### src/rtl/btn_pkg.sv
// Shared FSM state encodings, 25 MHz default timing constants and a small
// helper for the button conditioner.
package btn_pkg;

    localparam logic [1:0] IDLE     = 2'd0;
    localparam logic [1:0] DB_PRESS = 2'd1;
    localparam logic [1:0] DOWN     = 2'd2;
    localparam logic [1:0] DB_REL   = 2'd3;

    localparam int unsigned DEF_N_BTN         = 3;
    localparam int unsigned DEF_DB_CYCLES     = 250000;    // 10 ms
    localparam int unsigned DEF_HOLD_CYCLES   = 25000000;  // 1 s
    localparam int unsigned DEF_REPEAT_CYCLES = 6250000;   // 250 ms
    localparam int unsigned DEF_CNT_W         = 25;

    function automatic int unsigned max3(input int unsigned a,
                                         input int unsigned b,
                                         input int unsigned c);
        int unsigned m;
        m = (a > b) ? a : b;
        return (m > c) ? m : c;
    endfunction

endpackage

### src/rtl/btn_channel.sv
// One button channel: 2-flop synchronizer, debounce FSM, press/release/hold pulses.
// Optional macro BTN_REPEAT_EN adds auto-repeat press pulses after a long press.
module btn_channel
    import btn_pkg::*;
#(
    parameter int unsigned DB_CYCLES     = DEF_DB_CYCLES,
    parameter int unsigned HOLD_CYCLES   = DEF_HOLD_CYCLES,
`ifdef BTN_REPEAT_EN
    parameter int unsigned REPEAT_CYCLES = DEF_REPEAT_CYCLES,
`endif
    parameter int unsigned CNT_W         = DEF_CNT_W
) (
    input  logic clk,
    input  logic rst,
    input  logic raw,
    output logic level,
    output logic pressed,
    output logic released,
    output logic held
);

    localparam logic [CNT_W-1:0] DB_LAST   = CNT_W'(DB_CYCLES - 1);
    localparam logic [CNT_W-1:0] HOLD_LAST = CNT_W'(HOLD_CYCLES - 1);
`ifdef BTN_REPEAT_EN
    localparam logic [CNT_W-1:0] REP_LAST  = CNT_W'(REPEAT_CYCLES - 1);
    logic [CNT_W-1:0] rcnt;
`endif

    logic             sync1;
    logic             s;
    logic [1:0]       state;
    logic [CNT_W-1:0] dcnt;
    logic [CNT_W-1:0] hcnt;
    logic             hold_done;
    logic             active;

    assign active = (state == DOWN) || (state == DB_REL);

    always_ff @(posedge clk or negedge rst) begin
        if (!rst) begin
            sync1     <= 1'b0;
            s         <= 1'b0;
            state     <= IDLE;
            dcnt      <= '0;
            hcnt      <= '0;
            hold_done <= 1'b0;
            level     <= 1'b0;
            pressed   <= 1'b0;
            released  <= 1'b0;
            held      <= 1'b0;
`ifdef BTN_REPEAT_EN
            rcnt      <= '0;
`endif
        end else begin
            sync1    <= raw;
            s        <= sync1;
            pressed  <= 1'b0;
            released <= 1'b0;
            held     <= 1'b0;

            // Hold timing runs through release debounce so a press that
            // bounces back to DOWN keeps its accumulated hold time.
            if (active) begin
                if (hcnt != HOLD_LAST) hcnt <= hcnt + 1'b1;
                if (hcnt == HOLD_LAST && !hold_done) begin
                    held      <= 1'b1;
                    hold_done <= 1'b1;
                end
            end

`ifdef BTN_REPEAT_EN
            if (active && hold_done) begin
                if (rcnt == REP_LAST) begin
                    rcnt    <= '0;
                    pressed <= 1'b1;
                end else begin
                    rcnt <= rcnt + 1'b1;
                end
            end
`endif

            case (state)
                IDLE: begin
                    if (s) begin
                        state <= DB_PRESS;
                        dcnt  <= '0;
                    end
                end
                DB_PRESS: begin
                    if (!s) begin
                        state <= IDLE;
                    end else if (dcnt == DB_LAST) begin
                        state     <= DOWN;
                        pressed   <= 1'b1;
                        level     <= 1'b1;
                        hcnt      <= '0;
                        hold_done <= 1'b0;
`ifdef BTN_REPEAT_EN
                        rcnt      <= '0;
`endif
                    end else begin
                        dcnt <= dcnt + 1'b1;
                    end
                end
                DOWN: begin
                    if (!s) begin
                        state <= DB_REL;
                        dcnt  <= '0;
                    end
                end
                DB_REL: begin
                    if (s) begin
                        state <= DOWN;
                    end else if (dcnt == DB_LAST) begin
                        // Release wins over a repeat landing on the same edge.
                        state    <= IDLE;
                        released <= 1'b1;
                        pressed  <= 1'b0;
                        level    <= 1'b0;
                    end else begin
                        dcnt <= dcnt + 1'b1;
                    end
                end
                default: state <= IDLE;
            endcase
        end
    end

endmodule

### src/rtl/button_conditioner.sv
// Multi-channel push-button conditioner: N_BTN independent btn_channel instances.
// Optional macro BTN_REPEAT_EN enables auto-repeat press pulses after a long press.
module button_conditioner
    import btn_pkg::*;
#(
    parameter int unsigned N_BTN         = DEF_N_BTN,
    parameter int unsigned DB_CYCLES     = DEF_DB_CYCLES,
    parameter int unsigned HOLD_CYCLES   = DEF_HOLD_CYCLES,
    parameter int unsigned REPEAT_CYCLES = DEF_REPEAT_CYCLES,
    parameter int unsigned CNT_W         = DEF_CNT_W
) (
    input  logic             clk,
    input  logic             rst,
    input  logic [N_BTN-1:0] btn_raw,
    output logic [N_BTN-1:0] btn_level,
    output logic [N_BTN-1:0] btn_press,
    output logic [N_BTN-1:0] btn_release,
    output logic [N_BTN-1:0] btn_hold
);

    localparam int unsigned     MAX_CYCLES = max3(DB_CYCLES, HOLD_CYCLES, REPEAT_CYCLES);
    localparam longint unsigned CNT_MAX    = (64'd1 << CNT_W) - 64'd1;

    if (DB_CYCLES < 2 || HOLD_CYCLES < 2 || 64'(MAX_CYCLES) > CNT_MAX) begin : g_bad_cfg
        $error("button_conditioner: cycle counts below 2 or too wide for CNT_W");
    end

    for (genvar i = 0; i < N_BTN; i++) begin : g_ch
        btn_channel #(
            .DB_CYCLES     (DB_CYCLES),
            .HOLD_CYCLES   (HOLD_CYCLES),
`ifdef BTN_REPEAT_EN
            .REPEAT_CYCLES (REPEAT_CYCLES),
`endif
            .CNT_W         (CNT_W)
        ) u_ch (
            .clk      (clk),
            .rst      (rst),
            .raw      (btn_raw[i]),
            .level    (btn_level[i]),
            .pressed  (btn_press[i]),
            .released (btn_release[i]),
            .held     (btn_hold[i])
        );
    end

endmodule

### config.mk
export PLATFORM = sky130hd
export DESIGN_NAME = button_conditioner
export DESIGN_NICKNAME = d
export VERILOG_FILES = /design/src/rtl/btn_pkg.sv /design/src/rtl/btn_channel.sv /design/src/rtl/button_conditioner.sv
export SDC_FILE = /design/constraint.sdc
export NUM_CORES = 1
export LEC_CHECK = 0
export CELL_PAD_IN_SITES_DETAIL_PLACEMENT = 0
export CELL_PAD_IN_SITES_GLOBAL_PLACEMENT = 2
export CORE_MARGIN = 4
export CORE_UTILIZATION = 30
export CTS_CLUSTER_DIAMETER = 40
export DETAILED_ROUTE_END_ITERATION = 16
export PLACE_DENSITY = 0.66
export RECOVER_POWER = 100
export REMOVE_ABC_BUFFERS = 1
export SYNTH_ARGS = -nofsm -noshare
export SYNTH_HDL_FRONTEND = slang
export SYNTH_HIERARCHICAL = 1
export SYNTH_SLANG_ARGS = --single-unit
export TNS_END_PERCENT = 100
### constraint.sdc
create_clock -name clk -period 3.38 [get_ports clk]
set_input_delay 0.676 -clock clk [delete_from_list [all_inputs] [get_ports clk]]
set_output_delay 0.676 -clock clk [all_outputs]
set_load 0.05 [all_outputs]
==> flow_summary.ini <==
[clock_network]
ctsHoldBuffers = 0
cts_tree = done
clkTransAtPathRegs_ns = 0.07
numCtsBuffers = 17
htree_levels = 4
clock-sinks = 177
clk_latency_ns = 0.45
cts_root_buffer = clkbuf_16
cts.path.max_buffers = 2
post-cts-setup-buffer-count = 0
cts-resized-gates = 0

[worst_setup_path]
crit_chain = nor4_1, nand4_1, nor4_4, and3_1, nor2_1
cpPeakStageDelay_ns = 0.84
regToRegSetupSlack_ns = 0.71
cp_top_family = simple AND/OR/NAND/NOR gates
worstPathRequired_ns = 3.67
slowest_stage = and3_1
reg2reg_from = g_ch[1].u_ch/dcnt[20]
arrival_ns = 2.96
critPathLaunchType = register
cp-end-kind = register
reg2reg_depth = 5
cp_max_fo = 21
critical_path_buf_inv_count = 0
path_class = register to register
reg2reg_to = g_ch[1].u_ch/hcnt[22]

[floorplanning]
rows = 65
die_h_microns = 186.5
die_w_microns = 186.5
initial_utilization_pct = 30.38
ioPinCount = 17
die-area_sq_mm = 0.03479
fp.coreArea_sq_mm = 0.03147

[synthesis]
ys_ff_latch = 177
synthCells = 1013
synth_fa_ha_area_share_pct = 0.7851
avgSynthCellArea_sq_um = 9.439
synth_top_family_by_area = simple AND/OR/NAND/NOR gates
seq_area_frac_synth_pct = 46.32
synth.distinct_cells = 69
async_flop_share_pct = 100.0
synth_edf_count = 0
muxShareOfSynthArea_pct = 2.578
yosysWarningCount = 6
synth_compound_area_share_pct = 10.04
synthXorXnorAreaFrac_pct = 7.236
synth_top_flop_cell = dfrtp_1
syn_area_sq_mm = 0.009562
synthSimpleGateAreaFrac_pct = 29.84

[sta]
worst_pin_slew_ns = 1.888
fin_crit_sh_pct = 79.01
fin_tns_setup_ns = 0
rsz0062_at_grt = false
period_minus_slack_ns = 2.671
maxSlewHeadroom_pct = -25.84
setup_viol = 0
maxSlewViolCount = 68
final-hold-violation-count = 0
finalClockSkew_ns = 0.01368
clock.fmax_mhz = 374.4

[global_route]
grt_pass1_vias = 7533
grt_pass1_wl_mm = 39.63
grt_max_degree = 69
overflow = 0
grt_usage_pct = 13.59
antenna_found_initial = 0

[worst_hold_path]
min_path_type = register to register
min_from = g_ch[2].u_ch/sync1
holdPathStages = 0
hold-path-endpoint = g_ch[2].u_ch/s

[layout]
largestRegisters = g_ch.u_ch/dcnt (75), g_ch.u_ch/hcnt (75)
final_area_sq_mm = 0.01070
seqCellArea_sq_mm = 0.004429
fin_nets = 1035
multiInputGateArea_sq_mm = 0.004783
fill_cells = 3226
final_common_cell = dfrtp_1
layout-drive-gt1-share_pct = 8.100
final_cell_mix = 177 x dfrtp_1, 120 x nor2_1, 92 x nand2_1
diodes = 0
syn_to_final_growth_pct = 11.91

[outcome]
status = complete, but fails checks
violations = max-capacitance violations, max-slew violations

[route]
viasPerCell = 5.190
wl_per_cell_microns = 15.73
wirelength_mm = 22.63
drcViolationCount = 0
firstDrtPassIters = 5
num_vias = 7469
drt_iter0_drc = 502
ant_nets = 0

[place]
dp_hpwl_mm = 14.89
dpl-instance-area_sq_mm = 0.01019
gp_congestion = 0.7685
io_buffers = 16

[job]
timing.max_cap.violations = 1

[power_and_ir_drop]
vdd_drop_max_v = 0.0003676
power_density_mw_per_mm2 = 413.7
p_leak_uw = 0.004557
-- synthesized netlist by cell type (8+ instances only) --
master | instances | share of area, %
a21oi_1 | 27 | 1.4
a22o_1 | 18 | 1.6
a31oi_1 | 8 | 0.52
and3_1 | 25 | 1.6
and4_1 | 16 | 1.5
buf_2 | 9 | 0.47
clkbuf_1 | 25 | 0.98
dfrtp_1 | 177 | 46
inv_1 | 21 | 0.82
mux2_2 | 10 | 1.2
mux2i_1 | 10 | 1.0
nand2_1 | 90 | 3.5
nand3_1 | 71 | 3.7
nand4_1 | 56 | 3.7
nor2_1 | 118 | 4.6
nor2_2 | 10 | 0.65
nor3_1 | 24 | 1.3
nor4_1 | 22 | 1.4
nor4b_1 | 9 | 0.82
o211ai_1 | 19 | 1.5
o21ai_0 | 30 | 1.6
o31ai_1 | 12 | 0.94
or3_1 | 17 | 1.1
or4_1 | 9 | 0.71
xnor2_1 | 19 | 1.7
xor2_1 | 60 | 5.5
-- worst register-to-register path, stage by stage (launching register included) --
cell and delay (ns):
dfrtp_1 0.46, nor4_1 0.31, nand4_1 0.20, nor4_4 0.58, and3_1 0.84, nor2_1 0.14
-- layer usage --
layer  up-vias  track usage (%)  wire length, microns
met5         -                0                     0
met4         0            3.157                   186
met3        13            3.292                   707
met2        87            21.34                 10300
met1      3645            19.12                 11440
li1       3724                -                     -
-- metrics by stage --
| stage | setup slack [ns] | hold WS, ns | total power [uW] | std cells | util, % |
|---|---|---|---|---|---|
| finish | 0.7093 | 0.3441 | 4427 | 1439 | 34.00 |
| global route | 0.4360 | 0.3587 | 4639 | 1439 | 34.00 |
| CTS | 0.9809 | 0.2456 | 4524 | 1439 | 34.28 |
| detailed placement | 1.042 | 0.3364 | 2406 | 1407 | 32.38 |
| global placement | 1.065 | 0.3345 | 2405 | 1407 | 32.38 |
| floorplan | 0.6345 | 0.3312 | 2304 | 967 | - |
-- kinds of logic after synthesis --
kind of cell	count (synthesis)
and+or+nand+nor	519
DFF	177
AOI/OAI and AO/OA	142
xor gates and xnor gates	79
buffers and inverters	67
muxes	23
adders and majority gates	6
-- power breakdown --
group	total [uW]	internal (uW)	leakage, uW	switching (uW)
sequential	2190	2150	0.00245	49.0
combinational	162	53.0	0.00183	109
clock	2070	1110	0.000286	957
-- worst max path at each step --
| stage | start | endpoint | slack, ns | cells after the start |
|---|---|---|---|---|
| finish | g_ch[1].u_ch/dcnt[20] | g_ch[1].u_ch/hcnt[22] | 0.71 | 5 |
| CTS | g_ch[0].u_ch/level | btn_level[0] | 0.98 | 1 |
| global placement | g_ch[2].u_ch/dcnt[18] | g_ch[2].u_ch/hold_done | 1.07 | 6 |
| floorplan | g_ch[0].u_ch/hcnt[6] | g_ch[0].u_ch/hcnt[3] | 0.63 | 5 |
| global route | g_ch[1].u_ch/dcnt[20] | g_ch[1].u_ch/hcnt[8] | 0.44 | 5 |
| detailed placement | g_ch[2].u_ch/dcnt[18] | g_ch[2].u_ch/level | 1.04 | 6 |
-- cell type report --
cell class	count	area share, %
Tap cell	402	4.701
Timing Repair Buffer	38	2.888
Multi-Input combinational cell	769	44.70
Inverter	21	0.7367
Clock inverter	15	1.602
Clock buffer	17	3.976
Sequential cell	177	41.39
No activity file was read; power rests on OpenSTA's default activity.
